## src/rtl/exmem_stage.sv

```systemverilog
// EX/MEM pipeline register with data-cache access control.
// Holds one instruction, stalls upstream while a load/store waits for dhit.
module exmem_stage #(
    parameter int unsigned TIMEOUT  = 255,
    parameter logic [31:0] RESET_PC = 32'h0
) (
    input  logic        CLK,
    input  logic        RST,
    input  logic        ex_valid,
    input  logic [31:0] ex_aluout,
    input  logic [31:0] ex_wdat,
    input  logic [4:0]  ex_wsel,
    input  logic [31:0] ex_npc,
    input  logic        ex_regWrite,
    input  logic        ex_memtoReg,
    input  logic        ex_dren,
    input  logic        ex_dwen,
    input  logic        ex_jal,
    input  logic        ex_halt,
    input  logic        flush,
    input  logic        dhit,
    input  logic [31:0] dmemload,
    output logic        dmemREN,
    output logic        dmemWEN,
    output logic [31:0] dmemaddr,
    output logic [31:0] dmemstore,
    output logic        mem_stall,
    output logic        out_valid,
    output logic [31:0] out_aluout,
    output logic [31:0] out_npc,
    output logic [31:0] out_ldata,
    output logic [4:0]  out_wsel,
    output logic        out_regWrite,
    output logic        out_memtoReg,
    output logic        out_jal,
    output logic        out_halt,
    output logic        err_misalign,
    output logic        err_timeout
);

    typedef enum logic [1:0] {
        S_IDLE   = 2'd0,
        S_ACCESS = 2'd1,
        S_HALTED = 2'd2
    } state_t;

    state_t      r_state;
    state_t      w_next_state;

    logic        r_valid;
    logic [31:0] r_aluout;
    logic [31:0] r_wdat;
    logic [4:0]  r_wsel;
    logic [31:0] r_npc;
    logic        r_regWrite;
    logic        r_memtoReg;
    logic        r_dren;
    logic        r_dwen;
    logic        r_jal;
    logic        r_halt;
    logic        r_err_misalign;
    logic        r_err_timeout;
    logic [7:0]  r_wait_cnt;

    logic        w_in_access;
    logic        w_advance;
    logic        w_capture;
    logic        w_mem_op;
    logic        w_misalign;
    logic        w_waiting;
    logic [7:0]  w_cnt_inc;

    assign w_in_access = (r_state == S_ACCESS);
    assign w_capture   = ex_valid && !flush;
    assign w_mem_op    = ex_dren || ex_dwen;
    assign w_misalign  = w_mem_op && (ex_aluout[1:0] != 2'b00);
    assign w_waiting   = w_in_access && !dhit;
    assign w_cnt_inc   = (r_wait_cnt == 8'hFF) ? r_wait_cnt : r_wait_cnt + 8'd1;

    // Cache request and handshake; a read wins if both enables were latched.
    assign dmemREN   = w_in_access && r_dren;
    assign dmemWEN   = w_in_access && r_dwen && !r_dren;
    assign dmemaddr  = r_aluout;
    assign dmemstore = r_wdat;
    assign mem_stall = w_waiting;
    assign w_advance = !mem_stall && (r_state != S_HALTED);

    assign out_valid    = r_valid && (!w_in_access || dhit);
    assign out_ldata    = (w_in_access && dhit && r_dren) ? dmemload : 32'h0;
    assign out_aluout   = r_aluout;
    assign out_npc      = r_npc;
    assign out_wsel     = r_wsel;
    assign out_regWrite = r_regWrite;
    assign out_memtoReg = r_memtoReg;
    assign out_jal      = r_jal;
    assign out_halt     = r_halt;
    assign err_misalign = r_err_misalign;
    assign err_timeout  = r_err_timeout;

    always_comb begin
        w_next_state = r_state;
        if (w_advance) begin
            if (w_capture && ex_halt) begin
                w_next_state = S_HALTED;
            end else if (w_capture && w_mem_op && !w_misalign) begin
                w_next_state = S_ACCESS;
            end else begin
                w_next_state = S_IDLE;
            end
        end
    end

    always_ff @(posedge CLK) begin
        if (RST) begin
            r_state        <= S_IDLE;
            r_valid        <= 1'b0;
            r_aluout       <= 32'h0;
            r_wdat         <= 32'h0;
            r_wsel         <= 5'h0;
            r_npc          <= RESET_PC;
            r_regWrite     <= 1'b0;
            r_memtoReg     <= 1'b0;
            r_dren         <= 1'b0;
            r_dwen         <= 1'b0;
            r_jal          <= 1'b0;
            r_halt         <= 1'b0;
            r_err_misalign <= 1'b0;
            r_err_timeout  <= 1'b0;
            r_wait_cnt     <= 8'h0;
        end else begin
            r_state <= w_next_state;
            if (w_advance) begin
                // A misaligned access retires as a plain non-writing instruction.
                r_valid    <= w_capture;
                r_aluout   <= ex_aluout;
                r_wdat     <= ex_wdat;
                r_wsel     <= ex_wsel;
                r_npc      <= ex_npc;
                r_regWrite <= w_capture && ex_regWrite && !w_misalign;
                r_memtoReg <= w_capture && ex_memtoReg;
                r_dren     <= w_capture && ex_dren && !w_misalign;
                r_dwen     <= w_capture && ex_dwen && !w_misalign;
                r_jal      <= w_capture && ex_jal;
                r_halt     <= w_capture && ex_halt;
                r_wait_cnt <= 8'h0;
                if (w_capture && w_misalign) begin
                    r_err_misalign <= 1'b1;
                end
            end else if (r_state == S_HALTED) begin
                r_valid <= 1'b0;
            end else if (w_waiting) begin
                r_wait_cnt <= w_cnt_inc;
                if (32'(w_cnt_inc) >= TIMEOUT) begin
                    r_err_timeout <= 1'b1;
                end
            end
        end
    end

endmodule

```

## config.mk

```make
export PLATFORM = sky130hd
export DESIGN_NAME = exmem_stage
export DESIGN_NICKNAME = d
export VERILOG_FILES = /design/src/rtl/exmem_stage.sv
export SDC_FILE = /design/constraint.sdc
export NUM_CORES = 1
export LEC_CHECK = 0
export BUFFER_PORTS_ARGS = -buffer_cell sky130_fd_sc_hd__buf_4
export CAP_MARGIN = 0
export CORE_AREA = 2 2 124 126
export CTS_CLUSTER_DIAMETER = 80
export DETAILED_ROUTE_END_ITERATION = 10
export DIE_AREA = 0 0 126 128
export GPL_TIMING_DRIVEN = 0
export PLACE_DENSITY = 0.66
export SLEW_MARGIN = 20
export SYNTH_ARGS = -nofsm -noshare
export SYNTH_HDL_FRONTEND = slang
export SYNTH_SLANG_ARGS = --single-unit
export TNS_END_PERCENT = 20
```

## constraint.sdc

```tcl
create_clock -name CLK -period 4.2 [get_ports CLK]
set_input_delay 0.42 -clock CLK [delete_from_list [all_inputs] [get_ports CLK]]
set_output_delay 0.42 -clock CLK [all_outputs]
set_load 0.05 [all_outputs]
```

### After elaboration in Yosys (flattened, before gate mapping)

Cells that the tools add are included.
Widths: inputs -> output; s select.

* word-level logic and storage cells: 65
* bits in registers: 120

* magnitude comparators: 1
* add/subtract/negate cells: 1
* bitwise operators: 2
* equality and inequality tests: 4
* mux-type cells: 6
* reductions and logical operators: 36

Operator list (number)
* $mux 32: 1
* $logic_and 1x1->1: 22
* $add 8x1->8 const B: 1
* $eq 8x8->1 const B: 1
* $ge 8x8->1 const B: 1
* $mux 8: 1
* $logic_not 1->1: 6
* $reduce_and 2->1: 2
* $reduce_and 4->1: 1
* $reduce_bool 2->1: 2
* $mux 1: 3
* $eq 2x1->1 const B: 1
* $eq 2x2->1 const B: 1
* $logic_or 1x1->1: 2
* $mux 2: 1
* $ne 2x2->1 const B: 1
* $not 1->1: 2
* $reduce_or 2->1: 1

### Longest topological paths before layout

* word-level depth: 6
* depth in mapped cells: 7
* mapped depth without buffers: 5

### Worst setup path after synthesis

Ideal clock, no wire load.

* path kind: reg2out
* start point: register r_state[1]
* end point: output port dmemWEN
* path slack: 1.684 ns
* cell stages (with the launch flop): 2
* required time: 3.780 ns
* arrival time: 2.096 ns
* cells stage by stage: dfxtp_1 > nor4bb_1

* word-level cells in the longest chain between the ends: 3

RTL lines
* start: declaration: RTL line 47 `state_t r_state;`
* start signal: assignment: RTL line 131 `r_state <= w_next_state;`
* $eq 2x1->1: RTL line 73 `assign w_in_access = (r_state == S_ACCESS);`
* $logic_and 1x1->1 (2 in a row): RTL line 82 `assign dmemWEN = w_in_access && r_dwen && !r_dren;`
* end: declaration: RTL line 24 `output logic dmemWEN,`

No other way between the ends.

### Final worst setup path

* start point: register r_state[1]
* end point: output port out_ldata[13]

* word-level cells in the longest chain between the ends: 4

RTL lines
* $eq 2x1->1: RTL line 73
* $logic_and 1x1->1 (2 in a row): RTL line 89 `assign out_ldata = (w_in_access && dhit && r_dren) ? dmemload : 32'h0;`
* $mux 32: RTL line 89
* end: declaration: RTL line 31 `output logic [31:0] out_ldata,`

No other way between the ends.

==> results.md <==
* Outcome: finished, final reports clean
* Antenna-violating nets left at 0
* CTS max path bufs at 2
* Fin. Hold Viols at 0
* Mapped Area at between 4000 and 5000 um^2
* Area grow syn2layout at 64.15%
* Critical Path Sink Type: output pin
* Row count at 45
* Met2 wire length at 7913 um
* Async S/R FF share, synth at 0%
* Worst Hold Class: primary input to flop
* Post-synth EDFFs at 0
* Grt total ovfl at 0
* CP Data Arrival Time at 1.89 ns
* Final core utilization at between 50% and 60%
* Skew final at 0.005923 ns
* Max Slew Vio Count at 0
* First-pass GRT wire length at roughly 26000 um
* Power Density at ~420 nW/um^2
* Antenna violations before repair at 0
* Setup TNS at 0 ns
* Root buffer cell: clkbuf_16
* # Post-CTS Setup Buffers at 0
* I/O Buffers at approximately 320
* Largest net degree at the start of global routing at 17
* GR Util All Layers at between 20% and 30%
* Main synth FF type: dfxtp_1
* Highest Signal Layer: met4
* Initial core utilization at roughly a third
* Relative slew slack at roughly 57%
* Via count at roughly 5200
* Skew-Pair Late Insertion Delay at 0.41 ns
* Met1 wire length at around 7200 um
* CP required at around 3.8 ns
* Io pins at approximately 320
* Mean post-synth cell area at between 8 and 9 um^2
* DR WL/cell at about 14 um
* Fin crit period at between 2 and 2.5 ns
* Period utilization at 54.97%
* Synthesis Warnings at 0
* Die W at 126 um
* Clk slew on worst S/H paths at roughly 0.050 ns
* H-tree depth at 4
* Worst VDD drop at 245.4 uV
* Cell variety after synth at 45
* CTS Sinks at around 120
* Syn nets at 759
* DRC viols at 0
* Via count of the first global-routing pass at around 4800
* Synth area leaders: dfxtp_1 (48%), nand2_1 (16%), a21oi_1 (11%), buf_4 (4.8%), buf_6 (4.5%)
* RSZ-0062 raised after global routing: false
* Die Y at approximately 130 um
* #FFs+latches synth at approximately 120
* Critical Path Source Type: flop
* Final WL at 16600 um
* DP Wirelength at 12770 um
* CTS tree: done
* Final setup viols at 0
* Worst Path Max Fanout at 10
* CTS Hold Bufs at 0
* Drt pass-1 iters at 4
* GPL Wtd Cong at ~0.8
* PostCTS Resize Cnt at 0
* Gate Count Post-Synth at between 600 and 700
* Antenna Cells at 0
* Worst slew pin tran at between 0.6 and 0.7 ns
* Fillers at ~1500
* Via density at 4.554
* Register area share after synthesis at a little under half
* Area share of the largest cell type after synthesis at 47.90%
* Core footprint at ~15000 um^2
* Drt initial violations at approximately 230
* Die area at 16130 um^2
* Max cap viols at 0
* CTS Buf Count at 17
* Max Clk Rate at around 430 MHz
* Layout cells sized above 1 at 42.74%
* Critical setup path kind: flop to output pin
* Synth area leader: dfxtp_1
* Nets at around 1100
* Multi-input gate area at between 2000 and 2500 um^2
* Static Leak at 0.004125 uW
* Met3 WL at 1234 um
* Reg area at approximately 2400 um^2
## kinds of logic after synthesis
family          Yosys count  synth area share [%]
mux                       2                0.4025
xor+xnor                  4                0.7045
compound gates          130                 14.39
flops                   119                 47.90
simple gates            278                 24.75
fa+ha+maj                 1                0.2515
buf+inv                  80                 11.60
## final timing paths
kind | startpoint | endpoint | slack [ns] | cells after the start
worst max-delay path | r_state[1]$_SDFFE_PP0P_ | out_ldata[13] | 1.89 | 4
worst min register to register | r_valid$_SDFFE_PP0N_ | r_valid$_SDFFE_PP0N_ | 0.44 | 1
worst min-delay path | ex_memtoReg | out_memtoReg$_SDFFE_PP0P_ | 0.22 | 2
worst max register to register | r_wait_cnt[0]$_SDFFE_PP0P_ | err_timeout$_SDFFE_PP0P_ | 2.46 | 6
## power by group
group | internal [uW] | leakage [uW] | total [uW] | switching, uW
sequential | 1200 | 0.000985 | 1250 | 43.4
combinational | 289 | 0.00287 | 785 | 496
clock | 855 | 0.000270 | 1370 | 516
## metrics by stage
step	cell area, um^2	setup WS [ns]	hold WS, ns	std cells	power (uW)
after floorplan	4974	1.684	0.4181	614	1759
after global placement	7596	2.017	0.4250	1120	2054
after detailed placement	7596	2.001	0.4369	1120	2060
after CTS	8164	1.907	0.1929	1152	3444
after global routing	8164	1.793	0.2075	1152	3535
final	8164	1.891	0.2235	1152	3402
## placed cells by master (no fill, tap or decap), types with 2 or more instances in the layout
cell / synthesis / layout
nand2_1: 207 / 207
xor2_1: 2 / 2
a22o_1: 5 / 5
clkbuf_1: 20 / 20
clkinvlp_4: 0 / 5
nor3_1: 3 / 3
mux2i_1: 2 / 2
o221ai_1: 2 / 2
nand3_1: 3 / 3
nor3b_1: 2 / 2
and2_1: 2 / 2
clkbuf_16: 0 / 17
dfxtp_1: 119 / 119
clkbuf_8: 0 / 3
clkinv_2: 0 / 5
nor2_1: 11 / 11
buf_2: 5 / 5
and3_1: 34 / 34
a21oi_1: 105 / 105
nand2b_1: 5 / 5
inv_1: 2 / 2
buf_4: 32 / 350
buf_6: 20 / 20
a211oi_1: 3 / 3
xnor2_1: 2 / 2
o21ai_0: 5 / 5
## per-layer routing
layer  track usage, %  vias up
li1                 -     2687
met5                0        -
met3            6.010       25
met2            32.64      216
met1            25.77     2318
met4            6.787        0
## state kept, by name (all words and copies together), names as in the netlist
name,flops
dmemaddr,32
err_timeout,1
dmemstore,32
r_dren,1
err_misalign,1
r_valid,1
out_regWrite,1
out_wsel,5
r_wait_cnt,8
out_npc,32
out_memtoReg,1
r_dwen,1
r_state,2
out_jal,1
## critical path, stage by stage, from the launching register on
cell and delay, ns:
dfxtp_1 0.35, and3b_1 0.30, clkbuf_1 0.33, and3_1 0.28, buf_4 0.22
## final cells by class
class | count | area share (%)
clock buffer | 20 | 5.716
timing repair buffer | 318 | 29.24
inverter | 3 | 0.1379
tap | 188 | 2.881
multi-input combinational | 415 | 24.67
buffer | 77 | 6.927
sequential | 119 | 29.18
clock inverter | 12 | 1.241
## cell usage after synthesis, drive strengths merged (5+ instances only)
cell type,number
a21oi,105
o21ai,5
dfxtp,119
clkbuf,20
nand2,208
a22o,5
and3,34
nor2,11
buf,57
nand2b,5
(Power assumes the default switching activity.)
